## config.mk

```make
export PLATFORM = sky130hd
export DESIGN_NAME = vdma_frame_sched
export DESIGN_NICKNAME = d
export VERILOG_FILES = /design/src/rtl/vdma_pkg.sv /design/src/rtl/vdma_sched_stats.sv /design/src/rtl/vdma_frame_sched.sv
export SDC_FILE = /design/constraint.sdc
export NUM_CORES = 1
export LEC_CHECK = 0
export BUFFER_PORTS_ARGS = -buffer_cell sky130_fd_sc_hd__buf_2
export CAP_MARGIN = 20
export CORE_ASPECT_RATIO = 1.2
export CORE_MARGIN = 10
export CORE_UTILIZATION = 34
export DETAILED_ROUTE_END_ITERATION = 6
export HOLD_SLACK_MARGIN = 0.15
export PLACE_DENSITY_LB_ADDON = 0.1
export RECOVER_POWER = 25
export SLEW_MARGIN = 15
export SYNTH_ARGS = -nofsm -noshare
export SYNTH_HDL_FRONTEND = slang
export SYNTH_SLANG_ARGS = --single-unit
```

## constraint.sdc

```tcl
create_clock -name clk -period 1.29 [get_ports clk]
set_clock_uncertainty 0.2 [all_clocks]
set_input_delay 0.0645 -clock clk [delete_from_list [all_inputs] [get_ports clk]]
set_output_delay 0.0645 -clock clk [all_outputs]
set_load 0.02 [all_outputs]
```

## src/rtl/vdma_pkg.sv

```systemverilog
// vdma_pkg: shared types and reset constants for the VDMA triple-buffer frame scheduler.
package vdma_pkg;

  typedef logic [1:0] buf_idx_t;

  typedef enum logic [0:0] {
    W_IDLE   = 1'b0,
    W_ACTIVE = 1'b1
  } wr_state_t;

  localparam int unsigned NUM_BUF = 3;

  // Reset ownership: reader on buffer 0, writer on buffer 1, buffer 2 parked as spare.
  localparam buf_idx_t RD_IDX_RST    = 2'd0;
  localparam buf_idx_t WR_IDX_RST    = 2'd1;
  localparam buf_idx_t SPARE_IDX_RST = 2'd2;

endpackage

```

## src/rtl/vdma_sched_stats.sv

```systemverilog
// vdma_sched_stats: saturating committed-frame and dropped-frame counters.
module vdma_sched_stats #(
  parameter int unsigned CNT_WIDTH = 16
) (
  input  logic                 clk,
  input  logic                 rst,
  input  logic                 i_inc_frames,
  input  logic                 i_inc_drops,
  output logic [CNT_WIDTH-1:0] o_frames,
  output logic [CNT_WIDTH-1:0] o_drops
);

  localparam logic [CNT_WIDTH-1:0] CNT_MAX = {CNT_WIDTH{1'b1}};
  localparam logic [CNT_WIDTH-1:0] CNT_ONE = CNT_WIDTH'(1);

  logic [CNT_WIDTH-1:0] r_frames;
  logic [CNT_WIDTH-1:0] r_drops;

  // Count committed frames and overwritten frames, holding at all-ones.
  always_ff @(posedge clk) begin
    if (rst) begin
      r_frames <= '0;
      r_drops  <= '0;
    end else begin
      if (i_inc_frames && (r_frames != CNT_MAX)) begin
        r_frames <= r_frames + CNT_ONE;
      end else begin
        r_frames <= r_frames;
      end
      if (i_inc_drops && (r_drops != CNT_MAX)) begin
        r_drops <= r_drops + CNT_ONE;
      end else begin
        r_drops <= r_drops;
      end
    end
  end

  assign o_frames = r_frames;
  assign o_drops  = r_drops;

endmodule

```

## src/rtl/vdma_frame_sched.sv

```systemverilog
// vdma_frame_sched: triple-buffer scheduler between one frame writer and one display reader.
// The reader always gets the freshest completed frame at vsync; the writer never blocks.
// Build option: define VDMA_SCHED_STATS_EN to build the statistics counters; otherwise
// stat_wr_frames/stat_drops are tied to zero.
module vdma_frame_sched
  import vdma_pkg::*;
#(
  parameter int unsigned           ADDR_WIDTH   = 32,
  parameter logic [ADDR_WIDTH-1:0] BASE_ADDR    = ADDR_WIDTH'(32'h1000_0000),
  parameter logic [ADDR_WIDTH-1:0] FRAME_STRIDE = ADDR_WIDTH'(32'h0020_0000),
  parameter int unsigned           CNT_WIDTH    = 16
) (
  input  logic                  clk,
  input  logic                  rst,
  input  logic                  enable,
  input  logic                  wr_frame_start,
  input  logic                  wr_frame_done,
  input  logic                  rd_vsync,
  output logic                  wr_grant,
  output buf_idx_t              wr_buf_idx,
  output logic [ADDR_WIDTH-1:0] wr_base_addr,
  output buf_idx_t              rd_buf_idx,
  output logic [ADDR_WIDTH-1:0] rd_base_addr,
  output logic                  rd_new_frame,
  output logic                  err_protocol,
  output logic [CNT_WIDTH-1:0]  stat_wr_frames,
  output logic [CNT_WIDTH-1:0]  stat_drops
);

  // Base address of a buffer; wraps modulo 2^ADDR_WIDTH.
  function automatic logic [ADDR_WIDTH-1:0] buf_addr(input buf_idx_t idx);
    return BASE_ADDR + (ADDR_WIDTH'(idx) * FRAME_STRIDE);
  endfunction

  wr_state_t             r_state;
  wr_state_t             w_state_nxt;
  logic                  w_grant_set;
  logic                  w_commit;
  logic                  w_err_set;

  buf_idx_t              r_rd_idx;
  buf_idx_t              r_wr_idx;
  buf_idx_t              r_spare_idx;
  logic                  r_spare_valid;
  logic                  r_wr_grant;
  logic                  r_rd_new_frame;
  logic                  r_err;
  logic [ADDR_WIDTH-1:0] r_wr_addr;
  logic [ADDR_WIDTH-1:0] r_rd_addr;

  // Writer FSM state register.
  always_ff @(posedge clk) begin
    if (rst) begin
      r_state <= W_IDLE;
    end else begin
      r_state <= w_state_nxt;
    end
  end

  // Writer FSM next state, grant request, commit and protocol-error detection.
  always_comb begin
    w_state_nxt = r_state;
    w_grant_set = 1'b0;
    w_commit    = 1'b0;
    w_err_set   = 1'b0;
    case (r_state)
      W_IDLE: begin
        if (wr_frame_done) begin
          w_err_set = 1'b1;
        end else begin
          w_err_set = 1'b0;
        end
        if (wr_frame_start && enable) begin
          w_state_nxt = W_ACTIVE;
          w_grant_set = 1'b1;
        end else begin
          w_state_nxt = W_IDLE;
        end
      end
      W_ACTIVE: begin
        // A start during an active frame is always an error, even alongside done.
        if (wr_frame_start) begin
          w_err_set = 1'b1;
        end else begin
          w_err_set = 1'b0;
        end
        if (wr_frame_done) begin
          w_commit    = 1'b1;
          w_state_nxt = W_IDLE;
        end else begin
          w_state_nxt = W_ACTIVE;
        end
      end
      default: begin
        w_state_nxt = W_IDLE;
      end
    endcase
  end

  // Buffer ownership rotation, output pulses and sticky protocol error.
  always_ff @(posedge clk) begin
    if (rst) begin
      r_rd_idx       <= RD_IDX_RST;
      r_wr_idx       <= WR_IDX_RST;
      r_spare_idx    <= SPARE_IDX_RST;
      r_spare_valid  <= 1'b0;
      r_wr_grant     <= 1'b0;
      r_rd_new_frame <= 1'b0;
      r_err          <= 1'b0;
    end else begin
      r_wr_grant     <= w_grant_set;
      r_rd_new_frame <= 1'b0;
      r_err          <= r_err | w_err_set;
      if (w_commit && rd_vsync) begin
        // Fresh frame goes straight to the reader; any pending spare is dropped.
        r_rd_idx       <= r_wr_idx;
        r_wr_idx       <= r_rd_idx;
        r_spare_valid  <= 1'b0;
        r_rd_new_frame <= 1'b1;
      end else if (w_commit) begin
        r_spare_idx   <= r_wr_idx;
        r_wr_idx      <= r_spare_idx;
        r_spare_valid <= 1'b1;
      end else if (rd_vsync && r_spare_valid) begin
        r_rd_idx       <= r_spare_idx;
        r_spare_idx    <= r_rd_idx;
        r_spare_valid  <= 1'b0;
        r_rd_new_frame <= 1'b1;
      end else begin
        r_spare_valid <= r_spare_valid;
      end
    end
  end

  // Base addresses follow the indices one cycle later.
  always_ff @(posedge clk) begin
    if (rst) begin
      r_wr_addr <= buf_addr(WR_IDX_RST);
      r_rd_addr <= buf_addr(RD_IDX_RST);
    end else begin
      r_wr_addr <= buf_addr(r_wr_idx);
      r_rd_addr <= buf_addr(r_rd_idx);
    end
  end

  assign wr_grant     = r_wr_grant;
  assign wr_buf_idx   = r_wr_idx;
  assign wr_base_addr = r_wr_addr;
  assign rd_buf_idx   = r_rd_idx;
  assign rd_base_addr = r_rd_addr;
  assign rd_new_frame = r_rd_new_frame;
  assign err_protocol = r_err;

`ifdef VDMA_SCHED_STATS_EN
  logic w_drop;
  assign w_drop = w_commit & r_spare_valid;

  vdma_sched_stats #(
    .CNT_WIDTH (CNT_WIDTH)
  ) u_stats (
    .clk          (clk),
    .rst          (rst),
    .i_inc_frames (w_commit),
    .i_inc_drops  (w_drop),
    .o_frames     (stat_wr_frames),
    .o_drops      (stat_drops)
  );
`else
  assign stat_wr_frames = '0;
  assign stat_drops     = '0;
`endif

endmodule

```

=== Yosys cells after proc, flatten, opt, wreduce, memory -nomap -nowiden ===
Index checks and enable logic that the tools add are counted.

* $add $sub $neg: 2
* Equal/unequal tests: 1
* Muxes and demuxes: 19
* Bitwise gates (word level): 3
* Reductions and logical operators: 10

{| class="wikitable"
|+ Operators by type and width
! cell !! count
|-
| 29-bit by 23-bit adder with 30-bit output, first input constant || 2
|-
| 2-bit two-way mux || 7
|-
| 1-bit two-way mux || 10
|-
| 2-bit nonzero test || 3
|-
| 1-bit case mux with 2 select lines || 2
|-
| 2-bit AND reduction || 2
|-
| 2-bit OR reduction || 2
|-
| 1-bit logical AND || 3
|-
| 2-bit by 1-bit != test with 1-bit output, second input constant || 1
|-
| 1-bit inverter || 2
|-
| 1-bit OR || 1
|}

* Register bits: 75
* Output and inout bits: 103

=== Depth between registers and ports, before layout ===
Gate-level depths: netlist of run 1.

* Depth after elaboration: 5
* Mapped depth: 5
* Gate-level depth less buffers: 4

=== Worst setup path after synthesis of run 1 ===
Ideal clock, no wire load.

* Kind: register -> register
* Start: register r_state
* End: register r_rd_idx[1], in the netlist rd_buf_idx[1]
* Arrival time: 1.004 ns
* Slack: 0.001 ns
* Stages on the path, launching flop included: 6
* Path buffers: 1
* Path through: dfxtp_1 > nand2_2 > buf_2 > nand3b_1 > o21ai_0 > a211oi_1

* Word-level cells in the longest chain between the ends: 4
* Elaborated cells between the ends (all ways): 6
* Those cells by class: eq/ne (1); mux (2); reduce/logical (3)

{| class="wikitable"
|+ Ends and longest elaborated chain
! what !! line !! text
|-
| start: declaration || vdma_frame_sched.sv:35 || <nowiki>wr_state_t r_state;</nowiki>
|-
| start signal: assignment || vdma_frame_sched.sv:56 || <nowiki>r_state <= w_state_nxt;</nowiki>
|-
| 1-bit two-way mux * || vdma_frame_sched.sv:66 || <nowiki>case (r_state)</nowiki>
|-
| 1-bit logical AND || vdma_frame_sched.sv:114 || <nowiki>if (w_commit && rd_vsync) begin</nowiki>
|-
| 2-bit by 1-bit != test with 1-bit output (no source line) or 2-bit nonzero test (tied branches) || -- ||
|-
| 2-bit AND reduction (no source line) || -- ||
|-
| end signal: assignment || vdma_frame_sched.sv:116 || <nowiki>r_rd_idx <= r_wr_idx;</nowiki>
|-
| end signal: assignment || vdma_frame_sched.sv:125 || <nowiki>r_rd_idx <= r_spare_idx;</nowiki>
|-
| end: declaration || vdma_frame_sched.sv:41 || <nowiki>buf_idx_t r_rd_idx;</nowiki>
|}

Mark *: on every way between the ends. The rest lies on a longest branch, timed or not.
A chain may end at the register's enable or synchronous reset.

=== Worst setup path after layout of run 1 ===
* Start: register r_state
* End: register r_spare_idx[0]

* Word-level cells in the longest chain between the ends: 4
* Elaborated cells between the ends (all ways): 6
* Those cells by class: mux (2); bitwise (1); reduce/logical (3)

{| class="wikitable"
|+ Ends and longest elaborated chain
! what !! line !! text
|-
| 1-bit two-way mux * || vdma_frame_sched.sv:66 ||
|-
| 1-bit logical AND || vdma_frame_sched.sv:114 ||
|-
| 1-bit inverter (no source line) || -- ||
|-
| 2-bit AND reduction (no source line) || -- ||
|-
| end signal: assignment || vdma_frame_sched.sv:121 || <nowiki>r_spare_idx <= r_wr_idx;</nowiki>
|-
| end signal: assignment || vdma_frame_sched.sv:126 || <nowiki>r_spare_idx <= r_rd_idx;</nowiki>
|-
| end: declaration || vdma_frame_sched.sv:43 || <nowiki>buf_idx_t r_spare_idx;</nowiki>
|}

Marks and branches as above.

==> metrics.md, run 1 <==
| Metric | Value |
|---|---|
| Outcome | finished, violations left |
| Failing checks | hold timing |
| Final hold viol count | 9 |
| WP data required | 1.24 ns |
| DR WL/cell | 12.45 µm |
| Core area | 3603 µm² |
| FF-to-FF path depth | 4 |
| FMAX | 790.4 MHz |
| Worst R2R Start | r_state$_SDFF_PP0_ |
| Overflow after GRT | 0 |
| Worst-path fanout max | 4 |
| CTS H-tree lvls | 1 |
| Crit path DAT | 1.21 ns |
| Pin count of the biggest net entering global routing | 16 |
| Finished Cell Area | 1154 µm² |
| Vias per Instance | 3.386 |
| Sw Ratio | 0.3880 |
| Setup TNS | 0 ns |
| Rows | 24 |
| Tmin final | 1.265 ns |
| Initial Util | 0.3514 |
| Clock Tree Buf Depth | 2 |
| HP Class | in2reg |
| Int Pwr | 747.3 µW |
| Initial antenna violation count | 0 |
| Mean Syn Cell Area | 8.222 µm² |
| Netlist Area Pre-Place | 1266 µm² |
| Layout cells sized above 1 | 0.1705 |
| Detailed-route DRC error count | 0 |
| Setup WS pre-CTS | -0.02319 ns |
| Vias | 728 |
| CP max stage delay | 0.36 ns |
| Post-synth top flop | dfxtp_1 |
| Worst setup path class | reg2reg |
| DIE WIDTH | 75.71 µm |
| Reg-to-reg endpoint | r_spare_idx[0]$_SDFFE_PP0P_ |
| Initial DRC count | 42 |
| Fin crit share | 0.9808 |
| CTS tree | yes |
| Lkg Pwr | 0.0006401 µW |
| Number of distinct library cells after synthesis | 24 |
| Die area | 6575 µm² |
| Pwr dens | 1059 nW/µm² |
| Syn Inst Count | 154 |
| CP Capture Type | register |
| Final WL | 2676 µm |
| Final setup vio count | 0 |
| Tot GR Track Use | 0.07164 |
| DRT Pass-1 Iters | 4 |
| Filler cells | 412 |
| Clock Power Share | 0.304 |
| Async S/R FF share, synth | 0 |
| Antenna Cells | 0 |
| Fin. max-slew vios | 0 |
| Hold Crit Depth | 2 |
| Clock Tree Root | clkbuf_8 |
| First-pass GRT wire length | 3670 µm |
| Worst vdd ir | 0.2223 mV |
| Post-DP HPWL | 2283 µm |
| Worst Hold Path EP | r_spare_valid$_SDFFE_PP0P_ |
| Area added between synthesis and finish | -8.893% |
| Sink Count | 15 |
| Synthesis-stage register bit count | 15 |
| TritonCTS Buffers | 3 |
| Share of power burned in registers | 0.404 |
| Setup ws final | 0.02475 ns |
| Startpoint Class | register |
| R2R Setup Slk | 0.02 ns |
| Ys Warns | 0 |
| Slowest-stage cell, CP | dfxtp_4 |
| Worst-path cell chain | nand2_4 > mux2i_4 > nor2_1 > a311oi_1 |
| MaxCap Viol Count | 0 |
| HP Start | rd_vsync |
| Register area share after synthesis | 0.2372 |
| Final hold slack | -0.04283 ns |
| Placed Area | 1059 µm² |
| Post-synth EDFFs | 0 |
| Clk Latency, worst-skew pair | 0.24 ns |
| Net Switching | 473.8 µW |
| Die Y | 86.85 µm |
| Number of I/O port buffers | 16 |
| Gate power share | 0.293 |
| Hold_buf cts | 2 |
| I/O pin count | 109 |
| Final #Nets | 183 |
| RSZ-0062 raised after global routing | true |
| Vias in the first global route | 779 |
| RePlAce Congestion | 0.7093 |
| Antenna Violating Nets Remaining | 0 |
| Reg clk slew, reported paths | 0.06 ns |
## placed cells by master (no fill, tap or decap), drive strengths merged
| cell | instances |
|---|---|
| a311oi | 1 |
| o21ai | 2 |
| conb | 92 |
| nand3b | 2 |
| a21oi | 2 |
| or2 | 2 |
| nor3 | 2 |
| nor3b | 2 |
| clkbuf | 5 |
| dlygate4sd3 | 2 |
| nand2 | 5 |
| nand3 | 2 |
| o21bai | 1 |
| dfxtp | 15 |
| a211oi | 3 |
| nor2b | 4 |
| and3 | 1 |
| nor2 | 8 |
| buf | 20 |
| mux2i | 3 |
| a211o | 1 |
| and2b | 1 |
## critical path, delay by kind of cell (launching register included)
kind	cells	cell delay, ns
simple gates	2	0.15
mux	1	0.26
compound gates	1	0.20
flops	1	0.36
## registers in the layout, indices dropped and copies added (netlist names)
signal         cells
rd_base_addr       2
err_protocol       1
rd_buf_idx         2
r_state            1
wr_base_addr       2
wr_grant           1
r_spare_idx        2
r_spare_valid      1
rd_new_frame       1
wr_buf_idx         2
## cells in the mapped netlist, drive strengths merged (2+ instances only)
library cell / instances / area [µm²]
nor2: 8 / 30.03
nand3: 2 / 10.01
a21oi: 2 / 10.01
mux2i: 3 / 33.78
nand2: 5 / 21.27
a211oi: 3 / 22.52
dfxtp: 15 / 300.3
nor3: 2 / 10.01
or2: 2 / 12.51
conb: 2 / 7.510
nor3b: 2 / 15.01
nand3b: 2 / 15.01
buf: 94 / 700.7
nor2b: 4 / 25.02
o21ai: 2 / 10.01
## per-stage QoR
stage / hold slack, ns / total power [µW] / utilization / instances
floorplan: -0.06389 / 1005 / - / 244
CTS: -0.04980 / 1223 / 0.3146 / 214
global route: -0.05234 / 1294 / 0.3201 / 215
finish: -0.04283 / 1221 / 0.3201 / 215
detailed placement: 0.1109 / 832.9 / 0.2938 / 208
global placement: 0.1163 / 832.6 / 0.2938 / 208
## power by group through the flow
| stage | logic [µW] | registers (µW) | clock network, µW |
|---|---|---|---|
| after floorplan | 489 | 516 | 0 |
| after global placement | 330 | 502 | 0 |
| after detailed placement | 330 | 503 | 0 |
| after CTS | 337 | 493 | 393 |
| after global routing | 387 | 496 | 411 |
| final | 358 | 493 | 371 |
## worst max path at each step
stage                             from                           to  depth (start not counted)  slack [ns]
detailed placement  r_state$_SDFF_PP0_  r_spare_idx[0]$_SDFFE_PP0P_                          4       -0.02
finish              r_state$_SDFF_PP0_  r_spare_idx[0]$_SDFFE_PP0P_                          4        0.02
floorplan           r_state$_SDFF_PP0_   rd_buf_idx[1]$_SDFFE_PP0P_                          5      0.0006
global placement    r_state$_SDFF_PP0_  r_spare_idx[0]$_SDFFE_PP0P_                          4       0.005
global route        r_state$_SDFF_PP0_  r_spare_idx[0]$_SDFFE_PP0P_                          4       -0.06
CTS                 r_state$_SDFF_PP0_   rd_buf_idx[1]$_SDFFE_PP0P_                          5       0.009
## layer usage
layer  vias to the layer above  share of wire  track usage
li1                        345              -            -
met1                       322           0.35      0.06636
met2                        59           0.53       0.1301
met3                         2           0.12      0.03196
met4                         0         0.0086      0.03046
met5                         -              0            0
## cell families after synthesis
| family | share of synthesized area |
|---|---|
| DFF | 0.2372 |
| AOI/OAI and AO/OA | 0.05336 |
| other | 0.005931 |
| muxes | 0.02668 |
| and+or+nand+nor | 0.1205 |
| buffers and inverters | 0.5563 |
## cell type report
type | count | area [µm²] | share of cell area
Multi-Input combinational cell | 134 | 616.8 | 0.5347
Clock buffer | 4 | 45.04 | 0.03905
Sequential cell | 15 | 305.3 | 0.2646
Tap cell | 39 | 48.80 | 0.04230
Timing Repair Buffer | 23 | 137.6 | 0.1193
## what timing repair did
item,in CTS,in global routing
endpoints found under the hold margin,15,15
endpoints found under the setup margin,3,3
pin swaps,1,2
gates cloned,0,1
setup buffers,0,0
gates resized for setup,2,5
Note: power is estimated with default switching activity, not from simulation.
==> run 2, diff against run 1 <==
- ABC_AREA: unset -> 1
- CORE_UTILIZATION: 34 -> 35
==> run 2 against run 1 <==
Effect of this change: the run now ends clean; clock power increased by 4%; power grew 3.3%; worst setup slack better by 0.052 ns; final area rose by 4.7%; clock-buffer cell count fell by 1; register-to-register slack improved by 0.13 ns; via count increased by 10%; critical path type is now in2reg; critical endpoint is now r_spare_idx[1]$_SDFFE_PP1P_.
==> metrics.md, run 2 <==
| Metric | Value |
|---|---|
| Number of distinct library cells after synthesis | 20 |
| Antenna Violating Nets Remaining | 0 |
| Simple-gate share of the synthesized area | 0.1538 |
| Pwr dens | 1045 nW/µm² |
| Most frequent cells in the layout | conb_1, nand2_1, dfxtp_1, buf_2, inv_1 |
| Multi-input logic area | 615.6 µm² |
| DRT Pass-1 Iters | 4 |
| Core area | 3603 µm² |
| Clk Latency, worst-skew pair | 0.25 ns |
| First-pass GRT wire length | 3933 µm |
| Startpoint Class | primary input |
| Async S/R FF share, synth | 0 |
| Post-synth top area share | 0.5338 |
| Die Y | 86.60 µm |
| Tmin final | 1.213 ns |
| Reg-to-reg endpoint | rd_buf_idx[0]$_SDFFE_PP0P_ |
| Synthesis-stage register bit count | 15 |
| MaxCap Viol Count | 0 |
| Finished Cell Area | 1207 µm² |
| Lkg Pwr | 0.0007363 µW |
| Final hold viol count | 0 |
| Start point of the critical path | wr_frame_done |
| WP depth | 8 |
| Layout cells sized above 1 | 0.1633 |
| Slowest-stage cell, CP | dlygate4sd3_1 |
| Initial Util | 0.3590 |
| Register Area | 301.5 µm² |
| Most frequent cells after synthesis | buf_4, nand2_1, dfxtp_1 |
| Vias in the first global route | 864 |
| DIE WIDTH | 75.50 µm |
| Initial DRC count | 22 |
| Max layer used | met4 |
| I/O pin count | 109 |
| Routed length on met2 | 1425 µm |
| Initial antenna violation count | 0 |
| Netlist Area Pre-Place | 1294 µm² |
| Placed Area | 1080 µm² |
| WP buf/inv | 3 |
| DR WL/cell | 11.71 µm |
| Multiplexer area fraction after synthesis | 0 |
| Vias | 801 |
| Post-synth top flop | dfxtp_1 |
| Synth area leader | buf_4 |
| Filler cells | 396 |
| CP Capture Type | register |
| Final #Nets | 203 |
| Worst-path fanout max | 8 |
| Top cells by area, synth | buf_4, dfxtp_1, nand2_1 |
| Antenna Cells | 0 |
| R2R Setup Slk | 0.15 ns |
| Area added between synthesis and finish | -6.673% |
| Routed wl met3 | 303 µm |
| Worst-path cell chain | dlygate4sd3_1 > buf_6 > nand2_8 > nand2_2 > nand2_4 > inv_1 > nand2_1 > nand3_1 |
| Fin crit share | 0.9404 |
| Synth Area in Compound Gates | 0.03288 |
| Detailed-route DRC error count | 0 |
| HP Class | in2reg |
| Worst R2R Start | r_state$_SDFF_PP0_ |
| Pin count of the biggest net entering global routing | 10 |
| Overflow after GRT | 0 |
| WP data required | 1.23 ns |
| Layout Utilization | 0.3351 |
| Final WL | 2752 µm |
| Worst setup path class | in2reg |
| Final Power | 1262 µW |
| TritonCTS Buffers | 3 |
| Clock Tree Buf Depth | 2 |
| Final setup vio count | 0 |
| Rows | 24 |
| Vias per Instance | 3.409 |
| CTS tree | yes |
| Tot GR Track Use | 0.07615 |
| Ys Warns | 0 |
| FMAX | 824.3 MHz |
| Number of I/O port buffers | 16 |
| Post-DP HPWL | 2376 µm |
| Sink Count | 15 |
| Setup TNS | 0 ns |
| CTS H-tree lvls | 1 |
| Mean Syn Cell Area | 7.522 µm² |
| Count leader, synth | buf_4 |
| Reg clk slew, reported paths | 0.06 ns |
| Syn Inst Count | 172 |
| CP top delay family | buffers and inverters |
| Outcome | complete, no violations |
| Post-synth EDFFs | 0 |
| Worst vdd ir | 0.3042 mV |
| Fin. max-slew vios | 0 |
| Largest family of logic cells by synthesized area | buffers and inverters |
| Metal1 wirelength | 984 µm |
| RePlAce Congestion | 0.7240 |
| Post-Synth Adder-Cell Area | 0 |
| FF-to-FF path depth | 5 |
| Die area | 6538 µm² |
| Crit path DAT | 1.15 ns |
| CP endpoint | r_spare_idx[1]$_SDFFE_PP1P_ |
| Xor/xnor cell area share of the yosys netlist | 0 |
| Register area share after synthesis | 0.2321 |
| Most common cell after layout, fill and taps aside | conb_1 |
| Clock Tree Root | clkbuf_8 |
| CP max stage delay | 0.56 ns |
==> run 2: cell types whose count changed in the layout (fill, tap and decap cells not counted), moves of 3 or more <==
cell           change
nand2_1           +17
inv_1             +10
nor2_1             -6
buf_2              -5
a21oi_1            +4
nand2_2            +4
nor2b_1            -4
a211oi_1           -3
dlygate4sd3_1      +3
nand4_1            +3
==> run 2: kinds of logic (layout without fill, tap and decap cells) <==
kind of cell,Yosys count,after routing
buf+inv,106,40
other cells,2,92
flops,15,15
simple gates,41,41
compound gates,8,8
==> run 2: how the worst min path moves through the flow <==
| stage | depth (start not counted) | start | end | slack (ns) |
|---|---|---|---|---|
| 2_1_floorplan | 1 | rst | err_protocol$_SDFF_PP0_ | -0.07 |
| 3_3_place_gp | 2 | rst | wr_base_addr[22]$_SDFF_PP0_ | 0.12 |
| 3_5_place_dp | 2 | rst | err_protocol$_SDFF_PP0_ | 0.12 |
| 4_1_cts | 2 | rd_vsync | r_spare_valid$_SDFFE_PP0P_ | -0.11 |
| 5_1_grt | 5 | rd_vsync | rd_buf_idx[0]$_SDFFE_PP0P_ | 0.12 |
| 6_report | 5 | rd_vsync | rd_buf_idx[0]$_SDFFE_PP0P_ | 0.07 |
==> run 2: layout make-up <==
class | count | area share
sequential | 15 | 0.2497
clock inverter | 1 | 0.004145
multi-input combinational | 141 | 0.5098
timing repair buffer | 23 | 0.1212
clock buffer | 3 | 0.03420
inverter | 13 | 0.04041
tap | 39 | 0.04041
==> run 2: report_power, final <==
part	internal [µW]	switching [µW]	leakage (µW)
Clock	214	173	0.0000255
Sequential	483	15.6	0.000123
Combinational	52.2	324	0.000588
==> run 2: what timing repair did <==
action	4_1_cts	5_1_grt
hold endpoints to repair	15	6
gates resized for setup	0	10
hold buffers	4	1
buffers inserted	0	0
setup endpoints to repair	0	6
==> run 2: layer usage <==
layer	GRT usage	vias up
li1	-	388
met1	0.07143	345
met2	0.1464	64
met3	0.01831	4
met4	0.03553	0
met5	0	-
==> run 2: worst min-delay path, cell delays in order <==
cell and delay, ns:
buf_2 0.14, nand4_1 0.09, nand3_1 0.09, nand2_1 0.07, inv_1 0.03
==> run 2: stage by stage <==
step                      instances  worst slack (ns)  hold slack (ns)
after floorplan                 262            0.1283         -0.06643
after global placement          226            0.1251           0.1238
after detailed placement        226           0.09426           0.1163
after CTS                       234           0.01458          -0.1070
after global routing            235        -0.0001917           0.1222
final                           235           0.07691          0.06732
==> run 3, diff against run 2 <==
- PLACE_DENSITY: unset -> 0.77
- PLACE_DENSITY_LB_ADDON: 0.1 -> unset
==> run 3 against run 2 <==
Effect of this change: the run now ends with hold timing left; maximum frequency decreased by 0.29%; clock-buffer cell count increased by 1; sequential power about the same; power decreased by 2.7%; die area unchanged; final area decreased by 3.7%; worst hold slack got worse by 0.12 ns; register-to-register slack about the same; sequential share of layout area increased by 0.97 points; via count increased by 1.9%; utilization decreased by 1.3 points; global-route usage decreased by 1.2 points; critical endpoint is now r_state$_SDFF_PP0_.
==> metrics.md, run 3 (synthesis results as in run 2) <==
| Metric | Value |
|---|---|
| Outcome | finished, violations left |
| Failing checks | hold timing |
| Most common cell after layout, fill and taps aside | conb_1 |
| DRT Pass-1 Iters | 4 |
| Worst R2R Start | r_state$_SDFF_PP0_ |
| Clock Tree Buf Depth | 2 |
| Fin. max-slew vios | 0 |
| CP max stage delay | 0.55 ns |
| Initial antenna violation count | 0 |
| Tmin final | 1.217 ns |
| Lkg Pwr | 0.0007264 µW |
| Tot GR Track Use | 0.06391 |
| CP top delay family | buffers and inverters |
| Vias per Instance | 3.487 |
| Sink Count | 15 |
| Slowest-stage cell, CP | dlygate4sd3_1 |
| DIE WIDTH | 75.50 µm |
| Rows | 24 |
| CP Capture Type | register |
| Fin crit share | 0.9432 |
| Initial Util | 0.3590 |
| Worst vdd ir | 0.3056 mV |
| Layout cells sized above 1 | 0.1333 |
| Startpoint Class | primary input |
| HP Start | wr_frame_done |
| CTS tree | yes |
| Layout Utilization | 0.3226 |
| First-pass GRT wire length | 3484 µm |
| Pwr dens | 1056 nW/µm² |
| Die area | 6538 µm² |
| CTS H-tree lvls | 1 |
| Overflow after GRT | 0 |
| Final hold slack | -0.04781 ns |
| Crit path DAT | 1.16 ns |
| Register Area | 301.5 µm² |
| Final WL | 2583 µm |
| Final Power | 1228 µW |
| # Post-CTS Setup Buffers | 0 |
| Final hold viol count | 2 |
| Worst-path cell chain | dlygate4sd3_1 > buf_2 > inv_2 > nand4_1 > o31ai_1 |
| Area added between synthesis and finish | -10.16% |
| Initial DRC count | 53 |
| Worst setup path class | in2reg |
| Detailed-route DRC error count | 0 |
| Vias | 816 |
| DR WL/cell | 11.04 µm |
| Final #Nets | 202 |
| FMAX | 821.9 MHz |
| RSZ-0062 raised after global routing | false |
| Multi-input logic area | 586.8 µm² |
| Pin count of the biggest net entering global routing | 9 |
| Most frequent cells in the layout | conb_1, nand2_1, dfxtp_1, buf_2, inv_1 |
| Number of I/O port buffers | 16 |
| Setup ws final | 0.07332 ns |
| Antenna Violating Nets Remaining | 0 |
| Worst-path fanout max | 8 |
| Reg clk slew, reported paths | 0.05 ns |
| Final setup vio count | 0 |
| WP data required | 1.23 ns |
| Antenna Cells | 0 |
| Vias in the first global route | 843 |
| Filler cells | 378 |
| Setup TNS | 0 ns |
| HP Class | in2reg |
| Post-DP HPWL | 2138 µm |
| WP buf/inv | 3 |
| RePlAce Congestion | 0.8614 |
| MaxCap Viol Count | 0 |
| Clock Tree Root | clkbuf_8 |
| TritonCTS Buffers | 3 |
| Setup WS pre-CTS | 0.1122 ns |
| Start point of the critical path | rst |
| Core area | 3603 µm² |
| Clk Latency, worst-skew pair | 0.25 ns |
| I/O pin count | 109 |
| Die Y | 86.60 µm |
## run 3: metrics by stage
step,std cells,instance area (µm²)
after floorplan,262,1632
after CTS,232,1147
after global placement,225,1072
after detailed placement,225,1072
after global routing,234,1162
final,234,1162
## run 3: metal layers
layer	up-vias	part of all wire	track usage
met3	7	0.13	0.01831
li1	385	-	-
met2	78	0.46	0.1154
met4	0	0.011	0.01861
met5	-	0	0
met1	346	0.40	0.06890
## run 3: what timing repair did
action | 4_1_cts | 5_1_grt
endpoints found under the setup margin | 0 | 5
gates resized for setup | 0 | 1
hold buffers | 3 | 2
endpoints found under the hold margin | 15 | 8
## run 3: report_power, final
part / internal (µW) / switching [µW] / total [µW]
clock network: 219 / 148 / 366
logic: 45.1 / 319 / 364
registers: 484 / 14.3 / 498
## run 3: final timing paths
path / slack, ns / endpoint / depth (start not counted)
worst max-delay path: 0.07 / r_state$_SDFF_PP0_ / 5
worst min-delay path: -0.05 / r_state$_SDFF_PP0_ / 2
worst max register to register: 0.15 / rd_buf_idx[0]$_SDFFE_PP0P_ / 5
worst min register to register: 0.28 / r_spare_idx[1]$_SDFFE_PP1P_ / 2
## run 3: cell type report
class / instances / area share
inverters: 13 / 0.04198
repair buffers: 22 / 0.1130
flip-flops and latches: 15 / 0.2594
clock buffers: 4 / 0.03875
multi-input cells: 141 / 0.5048
well taps: 39 / 0.04198
